`src/rtl/l1_fill_buffer_pkg.sv`:
```
// rtl/l1_fill_buffer_pkg.sv - shared L1 cache geometry and fill FSM state encoding
package l1_fill_buffer_pkg;

  localparam int L1_LINE_BITS   = 1024;
  localparam int L1_BEAT_BITS   = 64;
  localparam int L1_INDEX_BITS  = 8;
  localparam int L1_ADDR_BITS   = 32;
  localparam int L1_BEATS       = L1_LINE_BITS / L1_BEAT_BITS;
  localparam int L1_OFFSET_BITS = $clog2(L1_LINE_BITS / 8);

  typedef enum logic [2:0] {
    FB_IDLE  = 3'd0,
    FB_MREQ  = 3'd1,
    FB_FILL  = 3'd2,
    FB_WRITE = 3'd3,
    FB_DONE  = 3'd4
  } fb_state_e;

endpackage

```
`src/rtl/l1_fill_buffer.sv`:
```
// rtl/l1_fill_buffer.sv - single-outstanding L1 miss fill: line read, beat assembly, one full-line SRAM write
module l1_fill_buffer
  import l1_fill_buffer_pkg::*;
#(
  parameter int LINE_BITS  = L1_LINE_BITS,
  parameter int BEAT_BITS  = L1_BEAT_BITS,
  parameter int INDEX_BITS = L1_INDEX_BITS,
  parameter int ADDR_BITS  = L1_ADDR_BITS
) (
  input  logic                    clk,
  input  logic                    rst,
  input  logic                    req_valid,
  output logic                    req_ready,
  input  logic [ADDR_BITS-1:0]    req_addr,
  output logic                    mem_req_valid,
  input  logic                    mem_req_ready,
  output logic [ADDR_BITS-1:0]    mem_req_addr,
  input  logic                    beat_valid,
  output logic                    beat_ready,
  input  logic [BEAT_BITS-1:0]    beat_data,
  output logic                    sram_csb0,
  output logic [LINE_BITS/8-1:0]  sram_wmask0,
  output logic [INDEX_BITS-1:0]   sram_addr0,
  output logic [LINE_BITS-1:0]    sram_din0,
  output logic                    busy,
  output logic [INDEX_BITS-1:0]   fill_index,
  output logic                    fill_done
);

  localparam int BEATS       = LINE_BITS / BEAT_BITS;
  localparam int OFFSET_BITS = $clog2(LINE_BITS / 8);
  localparam int CNT_BITS    = $clog2(BEATS);
  localparam logic [ADDR_BITS-1:0] LINE_MASK = ~(ADDR_BITS'(LINE_BITS / 8 - 1));

  fb_state_e                 state_q, state_d;
  logic [CNT_BITS-1:0]       cnt_q, cnt_d;
  logic [ADDR_BITS-1:0]      addr_q;
  logic [INDEX_BITS-1:0]     index_q;
  logic                      csb_q;
  logic [LINE_BITS/8-1:0]    wmask_q;
  logic [BEAT_BITS-1:0]      line_q [BEATS];
  logic                      beat_fire;

  assign beat_fire = (state_q == FB_FILL) && beat_valid;

  // SRAM controls are registered from the next state so WRITE sees them clean for its whole cycle
  always_ff @(posedge clk) begin
    if (rst) begin
      state_q <= FB_IDLE;
      cnt_q   <= '0;
      addr_q  <= '0;
      index_q <= '0;
      csb_q   <= 1'b1;
      wmask_q <= '0;
    end else begin
      state_q <= state_d;
      cnt_q   <= cnt_d;
      csb_q   <= (state_d != FB_WRITE);
      wmask_q <= (state_d == FB_WRITE) ? '1 : '0;
      if (state_q == FB_IDLE && req_valid) begin
        addr_q  <= req_addr & LINE_MASK;
        index_q <= req_addr[OFFSET_BITS +: INDEX_BITS];
      end
    end
  end

  always_ff @(posedge clk) begin
    if (!rst && beat_fire) begin
      line_q[cnt_q] <= beat_data;
    end
  end

  always_comb begin
    state_d = state_q;
    cnt_d   = cnt_q;
    case (state_q)
      FB_IDLE: begin
        cnt_d = '0;
        if (req_valid) state_d = FB_MREQ;
      end
      FB_MREQ: if (mem_req_ready) state_d = FB_FILL;
      FB_FILL: begin
        if (beat_valid) begin
          cnt_d = cnt_q + 1'b1;
          if (cnt_q == CNT_BITS'(BEATS - 1)) state_d = FB_WRITE;
        end
      end
      FB_WRITE: state_d = FB_DONE;
      FB_DONE:  state_d = FB_IDLE;
      default:  state_d = FB_IDLE;
    endcase
  end

  always_comb begin
    req_ready     = (state_q == FB_IDLE);
    mem_req_valid = (state_q == FB_MREQ);
    beat_ready    = (state_q == FB_FILL);
    busy          = (state_q != FB_IDLE);
    fill_done     = (state_q == FB_DONE);
  end

  always_comb begin
    sram_din0 = '0;
    for (int k = 0; k < BEATS; k++) begin
      sram_din0[k*BEAT_BITS +: BEAT_BITS] = line_q[k];
    end
  end

  assign mem_req_addr = addr_q;
  assign sram_csb0    = csb_q;
  assign sram_wmask0  = wmask_q;
  assign sram_addr0   = index_q;
  assign fill_index   = index_q;

endmodule

```
`config.mk`:
```
export PLATFORM = sky130hd
export DESIGN_NAME = l1_fill_buffer
export DESIGN_NICKNAME = d
export VERILOG_FILES = /design/src/rtl/l1_fill_buffer_pkg.sv /design/src/rtl/l1_fill_buffer.sv
export SDC_FILE = /design/constraint.sdc
export NUM_CORES = 1
export LEC_CHECK = 0
export BUFFER_PORTS_ARGS = -buffer_cell sky130_fd_sc_hd__buf_2
export CORE_AREA = 4 4 510 512
export DETAILED_ROUTE_END_ITERATION = 8
export DIE_AREA = 0 0 514 516
export SETUP_SLACK_MARGIN = 0.1
export SLEW_MARGIN = 5
export SYNTH_ARGS = -nofsm -noshare
export SYNTH_HDL_FRONTEND = slang
export SYNTH_SLANG_ARGS = --single-unit
```
`constraint.sdc`:
```
create_clock -name clk -period 9 [get_ports clk]
set_input_delay 2.7 -clock clk [delete_from_list [all_inputs] [get_ports clk]]
set_output_delay 2.7 -clock clk [all_outputs]
set_load 0.02 [all_outputs]
```
==> results of run 1 <==
==> area by class of cell <==
cell class                      count  area share [%]
Antenna cell                       10          0.0534
Clock buffer                      123            5.82
Clock inverter                     74            1.76
Inverter                            3          0.0240
Multi-Input combinational cell    145            1.83
Sequential cell                  1058            67.1
Tap cell                         3384            9.04
Timing Repair Buffer             1319            14.4
==> state kept, by name, indices dropped and copies added, names as in the netlist <==
signal        flops
line_q         1024
mem_req_addr     18
fill_index        7
cnt_q             4
state_q           3
sram_csb0         1
sram_wmask0       1
==> cells by family after synthesis <==
logic type      Yosys count  share of synthesized area (%)
simple gates             98                           1.44
other cells               1                         0.0112
fa+ha+maj                 4                          0.150
flops                  1058                           94.1
buf+inv                 168                           3.71
compound gates           36                          0.573
==> worst max-delay path by stage <==
stage                                          end  slack [ns]  depth (start not counted)
after floorplan             line_q[3][0]$_DFFE_PP_        0.87                          4
after global placement    line_q[10][46]$_DFFE_PP_        3.48                          4
after detailed placement  line_q[10][46]$_DFFE_PP_        3.46                          4
after CTS                            mem_req_valid        3.86                          2
after global routing                 mem_req_valid        3.90                          2
final                                mem_req_valid        4.01                          2
==> routing by layer <==
| layer | part of all wire (%) | vias to the layer above |
|---|---|---|
| met5 | 0 | - |
| met4 | 4.1 | 0 |
| met3 | 10 | 225 |
| met2 | 47 | 1347 |
| met1 | 39 | 9031 |
| li1 | - | 7706 |
==> cells in the final DEF (no fill, tap or decap), types with 3 or more instances in the layout <==
master         n
a21oi_1       28
buf_12         6
buf_2       1292
buf_4         21
bufinv_16     11
clkbuf_1      16
clkbuf_16    106
clkinv_1      22
clkinv_16      4
clkinv_2      15
clkinv_4       6
clkinv_8       4
clkinvlp_4     7
conb_1         7
dfxtp_1       33
diode_2       10
edfxtp_1    1024
ha_1           4
inv_1          3
inv_6          3
nand2_1       55
nand2b_1       5
nand3b_1       6
nor2_4        12
nor3_2         4
o21ai_0        3
==> tightest hold or removal path, cell delays in order, from the launching register on <==
cell,delay (ns)
dfxtp_1,0.31
nand2_1,0.05
a21oi_1,0.05
==> cells in the mapped netlist <==
master       n  area [µm²]
a31oi_1      1        6.26
or4b_1       1        10.0
or3_1        1        6.26
a211oi_1     2        15.0
a21oi_1     28         140
buf_6        5        56.3
buf_2        2        10.0
a21boi_0     1        7.51
conb_1       1        3.75
clkbuf_1     7        26.3
or2_2        1        6.26
edfxtp_1  1024       30700
nor3_1       5        25.0
nand3b_1     6        45.0
ha_1         4        50.1
or2_1        1        6.26
or3b_1       1        8.76
inv_1        3        11.3
nand3_1      1        5.00
nor4b_4      1        23.8
nand2b_1     5        31.3
buf_4      151        1130
dfxtp_1     34         681
a21o_1       1        7.51
o21ai_0      3        15.0
nand4_1      2        12.5
nor3b_1      2        15.0
and4bb_2     1        12.5
nor3b_2      1        12.5
nand2_1     55         206
nor2b_1      1        6.26
nor2_1      13        48.8
==> power by group through the flow <==
| stage | clock network [mW] | registers, mW | logic (mW) |
|---|---|---|---|
| 6_report | 4.46 | 5.42 | 0.220 |
| 5_1_grt | 4.82 | 5.41 | 0.233 |
| 4_1_cts | 4.62 | 5.42 | 0.226 |
| 3_5_place_dp | 0 | 5.52 | 0.226 |
| 3_3_place_gp | 0 | 5.52 | 0.224 |
| 2_1_floorplan | 0 | 5.53 | 0.0488 |
==> per-stage QoR <==
step	setup slack (ns)	total power [mW]	util (%)
6_report	4.01	10.1	18.3
5_1_grt	3.90	10.5	18.3
4_1_cts	3.86	10.3	18.3
3_5_place_dp	3.46	5.75	16.9
3_3_place_gp	3.48	5.75	16.9
2_1_floorplan	0.869	5.58	-
==> results.py, run 1 <==
metrics = {
    "clocking": {
        "cts_max_level": 3,
        "worstSkewPairLatency_ns": 0.74,
        "cts_tree": "built",
        "post-cts-setup-buffer-count": 0,
        "postCtsHoldBufs": 0,
        "cts_buffer_depth": 3,
        "clk_pin_slew_worst_paths_ns": 0.06,
        "cts-resized-gates": 0,
        "cts.sinks": 1058,
        "cts_root_buffer": "clkbuf_16",
        "numCtsBuffers": 105,
    },
    "synthesis": {
        "syn_area_mm2": 0.0334,
        "postSynthCellCount": 1365,
        "ys_ff_latch": 1058,
        "yosysUniqueCellTypes": 32,
        "avgSynthCellArea_um2": 24.5,
        "yosysWarnings": 0,
        "synth-seq-area-share_pct": 94.1,
    },
    "setup_path": {
        "crit_buf_inv": 1,
        "crit_chain": "nor3b_1 > buf_2",
        "slowest_delay_ns": 0.69,
        "cp-start-kind": "flop",
        "ff2ff_path_depth": 4,
        "startpoint": "state_q[0]$_SDFF_PP0_",
        "critical_path_class": "flop to output port",
        "slowest_stage": "nor3b_1",
        "critPathTopFamily": "simple AND/OR/NAND/NOR gates",
        "cp_max_fo": 13,
        "rrSetupSlack_ns": 5.72,
        "r2r_end": "line_q[11][51]$_DFFE_PP_",
        "crit_arrival_ns": 2.29,
        "required_ns": 6.30,
        "worstReg2RegStart": "state_q[1]$_SDFF_PP0_",
        "crit_path_end_kind": "output port",
    },
    "layout": {
        "filler_cell_count": 27400,
        "fin_area_mm2": 0.0469,
        "final-seq-area_mm2": 0.0314,
        "nets": 2737,
        "fin_cells": 6116,
        "drive_above_1_share_pct": 55.1,
        "multiInputGateArea_um2": 860,
        "area_growth_pct": 40.3,
    },
    "power_and_ir_drop": {
        "p_per_area_mw_per_mm2": 216,
        "vdd_drop_max_mv": 0.172,
        "power_frac_seq_pct": 53.6,
        "p_clk_share_pct": 44.2,
        "p_sw_mw": 2.14,
        "p_int_mw": 7.96,
        "p_leak_nw": 17.0,
        "switching_share_pct": 21.2,
        "p_comb_share_pct": 2.2,
    },
    "detailed_routing": {
        "post_drt_via_cell_ratio": 2.99,
        "drt-initial-drc-count": 1372,
        "routed_wirelength_um": 123000,
        "drtPass1Iterations": 5,
        "remaining_drc_errors": 0,
        "wl_per_cell_um": 20.1,
        "detail-route-antenna-nets": 0,
        "vias": 18300,
    },
    "global_route": {
        "grt_pass1_vias": 18200,
        "antenna_found_initial": 26,
        "gr-usage-met3_pct": 2.81,
        "gr-usage-met1_pct": 10.2,
        "grt_pass1_wl_um": 156000,
        "gr-usage-all-layers_pct": 8.58,
        "grt_start_max_net_pins": 129,
        "met2_usage_pct": 14.0,
        "top_usage_layer": "met2",
        "overflow": 0,
    },
    "worst_hold_path": {
        "hp-start": "mem_req_addr[28]$_SDFFE_PP0P_",
        "min_path_cells": 2,
        "min_delay_worst_endpoint": "mem_req_addr[28]$_SDFFE_PP0P_",
        "hp-class": "flop to flop",
    },
    "timing": {
        "final-hold-violation-count": 0,
        "tns_ns": 0,
        "min_period_ns": 4.99,
        "rsz0062_at_grt": "false",
        "worstMarginPinSlew_ns": 1.20,
        "hold-worst-slack_ns": 0.458,
        "fmax_mhz": 200,
        "max_slew_margin_pct": 20.1,
        "period_share_pct": 55.5,
        "finalSetupViolations": 0,
        "clock_skew_ns": 0.0530,
        "final_max_slew_viol_count": 0,
    },
    "die": {
        "dieWidth_um": 514,
        "ioPinCount": 1307,
        "die-area_mm2": 0.265,
        "initial_core_util_pct": 13.1,
        "coreArea_mm2": 0.256,
        "die_height_um": 516,
        "num_rows": 186,
    },
    "placed_design": {
        "placed_cell_area_mm2": 0.0433,
        "dp.cells": 5909,
        "port_buffers": 1292,
        "gp_congestion": 0.799,
        "dp_hpwl_um": 86300,
    },
    "outcome": {
        "outcome": "finished, final reports clean",
    },
    "job": {
        "cap_violations": 0,
    },
}
Note: power is estimated with default switching activity, not from simulation.
==> run 2: changes to the inputs <==
--- a/config.mk
+++ b/config.mk
@@ -5,6 +5,7 @@
 export SDC_FILE = /design/constraint.sdc
 export NUM_CORES = 1
 export LEC_CHECK = 0
+export ABC_AREA = 1
 export BUFFER_PORTS_ARGS = -buffer_cell sky130_fd_sc_hd__buf_2
 export CORE_AREA = 4 4 510 512
 export DETAILED_ROUTE_END_ITERATION = 8
==> constraint.sdc (replaced) <==
create_clock -name clk -period 4.78 [get_ports clk]
set_input_delay 1.434 -clock clk [delete_from_list [all_inputs] [get_ports clk]]
set_output_delay 1.434 -clock clk [all_outputs]
set_load 0.02 [all_outputs]
==> run 2 against run 1 <==
  * Clock-buffer cell count grew 5
  * Largest power group unchanged
  * Combinational power grew 110%
  * Critical path depth shrank 1
  * Hold slack lost 0.018 ns
  * Sequential share of layout area shrank 0.41 points
  * Area after synthesis grew 0.13%
  * Largest cell class unchanged
  * Routed wire length grew 1.9%
  * Global-route usage grew 0.17 points
  * Sequential power grew 88%
  * Synthesized cell count grew 0.44%
==> results.py, run 2 <==
metrics = {
    "outcome": {
        "outcome": "finished, final reports clean",
    },
    "setup_path": {
        "slowest_delay_ns": 0.93,
        "crit_arrival_ns": 2.10,
        "r2r_end": "line_q[14][15]$_DFFE_PP_",
        "rrSetupSlack_ns": 2.27,
        "slowest_stage": "dfxtp_4",
        "cp_max_fo": 128,
        "required_ns": 3.35,
        "worstReg2RegStart": "state_q[0]$_SDFF_PP0_",
        "ff2ff_path_depth": 6,
        "critPathTopFamily": "flip-flops",
        "critical_path_class": "flop to output port",
        "crit_path_end_kind": "output port",
        "crit_buf_inv": 1,
        "cp-start-kind": "flop",
        "crit_chain": "buf_2",
    },
    "layout": {
        "area_growth_pct": 41.0,
        "largest_reg_flops": 1024,
        "fin_cells": 6130,
        "top_register": "line_q",
        "drive_above_1_share_pct": 55.9,
        "fin_util_pct": 18.4,
        "mostFrequentLayoutCell": "buf_2",
        "nets": 2757,
        "filler_cell_count": 27400,
        "fin_area_mm2": 0.0471,
        "layout_common_cells": "1,292 x buf_2, 1,024 x edfxtp_1, 106 x clkbuf_16",
    },
    "synthesis": {
        "synth-seq-area-share_pct": 94.0,
        "synth_top_area_share_pct": 92.0,
        "yosysUniqueCellTypes": 26,
        "yosysWarnings": 0,
        "ys.flop_type": "edfxtp_1",
        "yosys-top-cells-count": "1,024 x edfxtp_1, 150 x buf_4, 34 x dfxtp_1, 30 x nand3_1",
        "yosysTopAreaCell": "edfxtp_1",
        "syn_area_mm2": 0.0334,
        "post-synth-top-count-cell": "edfxtp_1",
        "synthArstFlopShare_pct": 0,
        "postSynthCellCount": 1371,
        "synth_edf_count": 1024,
        "synthTopCellsByArea": "edfxtp_1 92%, buf_4 3.4%, dfxtp_1 2.0%",
        "ys_ff_latch": 1058,
        "avgSynthCellArea_um2": 24.4,
    },
    "worst_hold_path": {
        "min_path_cells": 1,
        "hp-start": "state_q[2]$_SDFF_PP0_",
        "hp-class": "flop to flop",
        "min_delay_worst_endpoint": "state_q[2]$_SDFF_PP0_",
    },
    "timing": {
        "final-hold-violation-count": 0,
        "rsz0062_at_grt": "false",
        "worstMarginPinSlew_ns": 0.971,
        "min_period_ns": 3.53,
        "finalSetupViolations": 0,
        "fmax_mhz": 283,
        "final_max_slew_viol_count": 0,
        "clock_skew_ns": 0.0527,
        "period_share_pct": 73.9,
        "setup_ws_ns": 1.25,
        "max_slew_margin_pct": 35.3,
    },
    "power_and_ir_drop": {
        "vdd_drop_max_mv": 0.335,
        "p_per_area_mw_per_mm2": 406,
        "power_mw": 19.2,
        "p_leak_nw": 17.1,
    },
    "die": {
        "coreArea_mm2": 0.256,
        "initial_core_util_pct": 13.1,
        "ioPinCount": 1307,
        "die-area_mm2": 0.265,
        "num_rows": 186,
        "die_height_um": 516,
        "dieWidth_um": 514,
    },
    "clocking": {
        "cts_buffer_depth": 3,
        "numCtsBuffers": 105,
        "worstSkewPairLatency_ns": 0.75,
        "cts_root_buffer": "clkbuf_16",
        "post-cts-setup-buffer-count": 0,
        "cts_tree": "built",
        "clk_pin_slew_worst_paths_ns": 0.08,
        "cts.sinks": 1058,
        "cts-resized-gates": 0,
        "postCtsHoldBufs": 0,
        "cts_max_level": 3,
    },
    "detailed_routing": {
        "drtPass1Iterations": 5,
        "wl_per_cell_um": 20.4,
        "routed_wirelength_um": 125000,
        "drt-initial-drc-count": 1484,
        "detail-route-antenna-nets": 0,
        "vias": 18600,
        "post_drt_via_cell_ratio": 3.04,
        "remaining_drc_errors": 0,
    },
    "global_route": {
        "gr-usage-all-layers_pct": 8.75,
        "grt_pass1_wl_um": 159000,
        "grt_pass1_vias": 18500,
        "overflow": 0,
        "antenna_found_initial": 30,
        "grt_start_max_net_pins": 129,
    },
    "placed_design": {
        "port_buffers": 1292,
        "gp_congestion": 0.771,
        "dp_hpwl_um": 88800,
        "placed_cell_area_mm2": 0.0436,
        "dp_slack_ns": 1.14,
        "dp.cells": 5929,
    },
    "job": {
        "cap_violations": 0,
    },
}
[run 2: cell count changes in the layout (fill, tap and decap cells not counted), moves of 7 or more]
cell,delta
nand2_2,+10
a21oi_1,-12
a21oi_2,+12
inv_1,+7
nand3_1,+29
buf_12,+13
nand2_1,-27
clkinv_1,-9
nor2_1,+12
[run 2: per-stage QoR]
stage	hold slack, ns	TNS (ns)
6_report	0.440	0
5_1_grt	0.459	0
4_1_cts	0.441	0
3_5_place_dp	0.432	0
3_3_place_gp	0.427	0
2_1_floorplan	0.420	-251.77
[run 2: how the worst max path moves through the flow]
| stage | start | slack [ns] | to | depth (start not counted) |
|---|---|---|---|---|
| final | sram_wmask0[126]$_SDFF_PP0_ | 1.25 | sram_wmask0[43] | 1 |
| after global routing | sram_wmask0[126]$_SDFF_PP0_ | 0.97 | sram_wmask0[103] | 1 |
| after CTS | sram_wmask0[126]$_SDFF_PP0_ | 1.03 | sram_wmask0[43] | 1 |
| after detailed placement | beat_valid | 1.14 | line_q[5][0]$_DFFE_PP_ | 6 |
| after global placement | beat_valid | 1.14 | line_q[8][31]$_DFFE_PP_ | 6 |
| after floorplan | beat_valid | -0.27 | line_q[0][0]$_DFFE_PP_ | 4 |
[run 2: area by class of cell]
cell class              instances  area [µm²]  share of cell area, %
well taps                    3384        4230                   8.98
flip-flops and latches       1058       31400                   66.7
clock buffers                 128        2740                   5.80
multi-input cells             144         872                   1.85
repair buffers               1328        6970                   14.8
diodes                         10        25.0                 0.0531
inverters                      15        63.8                  0.135
clock inverters                63         811                   1.72
[run 2: kinds of logic (layout without fill, tap and decap cells)]
family / after synthesis / in the layout / share of synthesized area, %
other: 1 / 17 / 0.0112
and+or+nand+nor: 102 / 102 / 1.44
buffers and inverters: 175 / 1534 / 3.81
DFF: 1058 / 1058 / 94.0
adders and majority gates: 4 / 4 / 0.150
AOI/OAI and AO/OA: 31 / 31 / 0.599
[run 2: metal layers]
metal | part of all wire (%) | up-vias | track usage, %
li1 | - | 7748 | -
met1 | 38 | 9343 | 10.2
met2 | 48 | 1305 | 14.7
met3 | 10 | 225 | 3.02
met4 | 3.7 | 0 | 3.59
met5 | 0 | - | 0
[run 2: power breakdown]
part           total (mW)  internal, mW  switching (mW)
Combinational       0.459        0.0743           0.385
Sequential           10.2          10.2          0.0207
Clock                8.49          4.83            3.66
Total                19.2          15.1            4.07
==> run 3: changes to the inputs <==
==> constraint.sdc (replaced) <==
create_clock -name clk -period 3.45 [get_ports clk]
set_input_delay 1.035 -clock clk [delete_from_list [all_inputs] [get_ports clk]]
set_output_delay 1.035 -clock clk [all_outputs]
set_load 0.02 [all_outputs]
==> run 3 against run 2 <==
  * Hold slack better by 0.0022 ns
  * Register-to-register slack got worse by 1.3 ns
  * Largest power group unchanged
  * Clock power grew 38%
  * Die area stayed put
  * Clock skew is 0.013 ns lower
  * Critical path depth up 1
==> results.py, run 3 (synthesis gave the netlist of run 2 again) <==
metrics = {
    "outcome": {
        "outcome": "finished, final reports clean",
    },
    "global_route": {
        "overflow": 0,
        "antenna_found_initial": 37,
        "grt_start_max_net_pins": 129,
        "grt_pass1_vias": 18500,
        "grt_pass1_wl_um": 162000,
        "gr-usage-all-layers_pct": 8.92,
    },
    "setup_path": {
        "r2r_end": "line_q[5][15]$_DFFE_PP_",
        "ff2ff_path_depth": 6,
        "crit_path_end_kind": "output port",
        "cp_max_fo": 128,
        "critical_path_class": "flop to output port",
        "crit_buf_inv": 2,
        "critPathTopFamily": "buffers and inverters",
        "crit_arrival_ns": 1.98,
        "cp-start-kind": "flop",
        "worstReg2RegStart": "state_q[0]$_SDFF_PP0_",
        "cp_num_cells": 2,
        "rrSetupSlack_ns": 1.02,
        "crit_chain": "buf_4 > buf_2",
        "slowest_delay_ns": 0.60,
        "required_ns": 2.41,
        "slowest_stage": "buf_4",
    },
    "die": {
        "dieWidth_um": 514,
        "initial_core_util_pct": 13.1,
        "num_rows": 186,
        "coreArea_mm2": 0.256,
        "die_height_um": 516,
        "die-area_mm2": 0.265,
        "ioPinCount": 1307,
    },
    "detailed_routing": {
        "drt-initial-drc-count": 1511,
        "drtPass1Iterations": 5,
        "wl_per_cell_um": 20.7,
        "routed_wirelength_um": 127000,
        "remaining_drc_errors": 0,
        "vias": 18800,
        "post_drt_via_cell_ratio": 3.05,
        "detail-route-antenna-nets": 0,
    },
    "layout": {
        "mostFrequentLayoutCell": "buf_2",
        "largest_reg_flops": 1024,
        "top_register": "line_q",
        "fin_util_pct": 18.5,
        "nets": 2770,
        "drive_above_1_share_pct": 56.0,
        "area_growth_pct": 41.7,
        "layout_common_cells": "1,292 x buf_2, 1,024 x edfxtp_1, 109 x clkbuf_16",
        "fin_area_mm2": 0.0474,
    },
    "job": {
        "cap_violations": 0,
    },
    "clocking": {
        "cts_tree": "built",
        "post-cts-setup-buffer-count": 0,
        "cts.sinks": 1058,
        "cts-resized-gates": 0,
        "cts_root_buffer": "clkbuf_16",
        "clk_pin_slew_worst_paths_ns": 0.06,
        "postCtsHoldBufs": 0,
        "cts_max_level": 3,
        "numCtsBuffers": 109,
        "worstSkewPairLatency_ns": 0.75,
        "cts_buffer_depth": 3,
    },
    "worst_hold_path": {
        "hp-class": "flop to flop",
        "hp-start": "state_q[2]$_SDFF_PP0_",
        "min_path_cells": 1,
        "min_delay_worst_endpoint": "state_q[2]$_SDFF_PP0_",
    },
    "placed_design": {
        "dp_hpwl_um": 90800,
        "port_buffers": 1292,
        "dp_slack_ns": 0.177,
        "placed_cell_area_mm2": 0.0438,
        "gp_congestion": 0.793,
    },
    "timing": {
        "worstMarginPinSlew_ns": 0.870,
        "clock_skew_ns": 0.0397,
        "final-hold-violation-count": 0,
        "hold-worst-slack_ns": 0.442,
        "final_max_slew_viol_count": 0,
        "finalSetupViolations": 0,
        "max_slew_margin_pct": 42.0,
        "setup_ws_ns": 0.439,
        "period_share_pct": 87.3,
        "min_period_ns": 3.01,
        "rsz0062_at_grt": "false",
        "fmax_mhz": 332,
    },
    "power_and_ir_drop": {
        "p_leak_nw": 17.2,
        "p_per_area_mw_per_mm2": 558,
        "vdd_drop_max_mv": 0.589,
    },
}
-- run 3: cell count changes in the layout (fill, tap and decap cells not counted), moves of 3 or more --
cell	before	now
buf_12	19	28
diode_2	10	19
clkinv_1	13	21
bufinv_16	13	8
clkinv_4	0	4
clkinv_8	1	5
clkbuf_16	106	109
inv_16	3	0
-- run 3: metal layers --
layer  vias up  wire [µm]  global-route usage [%]  part of all wire, %
met5         -          0                       0                    0
met4         0       4970                    4.06                  3.9
met2      1445      58300                    14.3                   46
li1       7803          -                       -                    -
met3       221      13200                    2.82                   10
met1      9334      50700                    10.9                   40
-- run 3: how the worst max path moves through the flow --
stage / from / endpoint / slack (ns)
after floorplan: beat_valid / line_q[0][0]$_DFFE_PP_ / -0.17
after global placement: beat_valid / line_q[5][15]$_DFFE_PP_ / 0.18
after detailed placement: beat_valid / line_q[5][15]$_DFFE_PP_ / 0.18
after CTS: sram_wmask0[126]$_SDFF_PP0_ / sram_wmask0[21] / 0.29
after global routing: sram_wmask0[126]$_SDFF_PP0_ / sram_wmask0[111] / 0.20
final: sram_wmask0[126]$_SDFF_PP0_ / sram_wmask0[83] / 0.44
-- run 3: stage by stage --
stage,std cells,total power [mW],setup TNS [ns]
finish,6161,26.4,0
global route,6146,27.4,0
global placement,5938,15.1,0
detailed placement,5938,15.1,0
CTS,6142,26.8,0
floorplan,1377,14.6,-159.91
-- run 3: final cells by class --
cell class	count	area (µm²)
Clock buffer	130	2810
Timing Repair Buffer	1337	7150
Fill cell	27400	208000
Clock inverter	74	771
Sequential cell	1058	31400
Tap cell	3384	4230
Multi-Input combinational cell	144	872
Antenna cell	19	47.5
Inverter	15	63.8
-- run 3: power breakdown --
part / total (mW) / switching, mW / internal (mW)
registers: 14.1 / 0.0224 / 14.1
logic: 0.651 / 0.545 / 0.106
clock network: 11.7 / 5.16 / 6.50
-- run 3: worst reg2reg max path, delay by kind of cell, from the launching register on --
family / cells / cell delay [ns]
and+or+nand+nor: 4 / 1.07
buffers and inverters: 2 / 0.54
DFF: 1 / 0.33
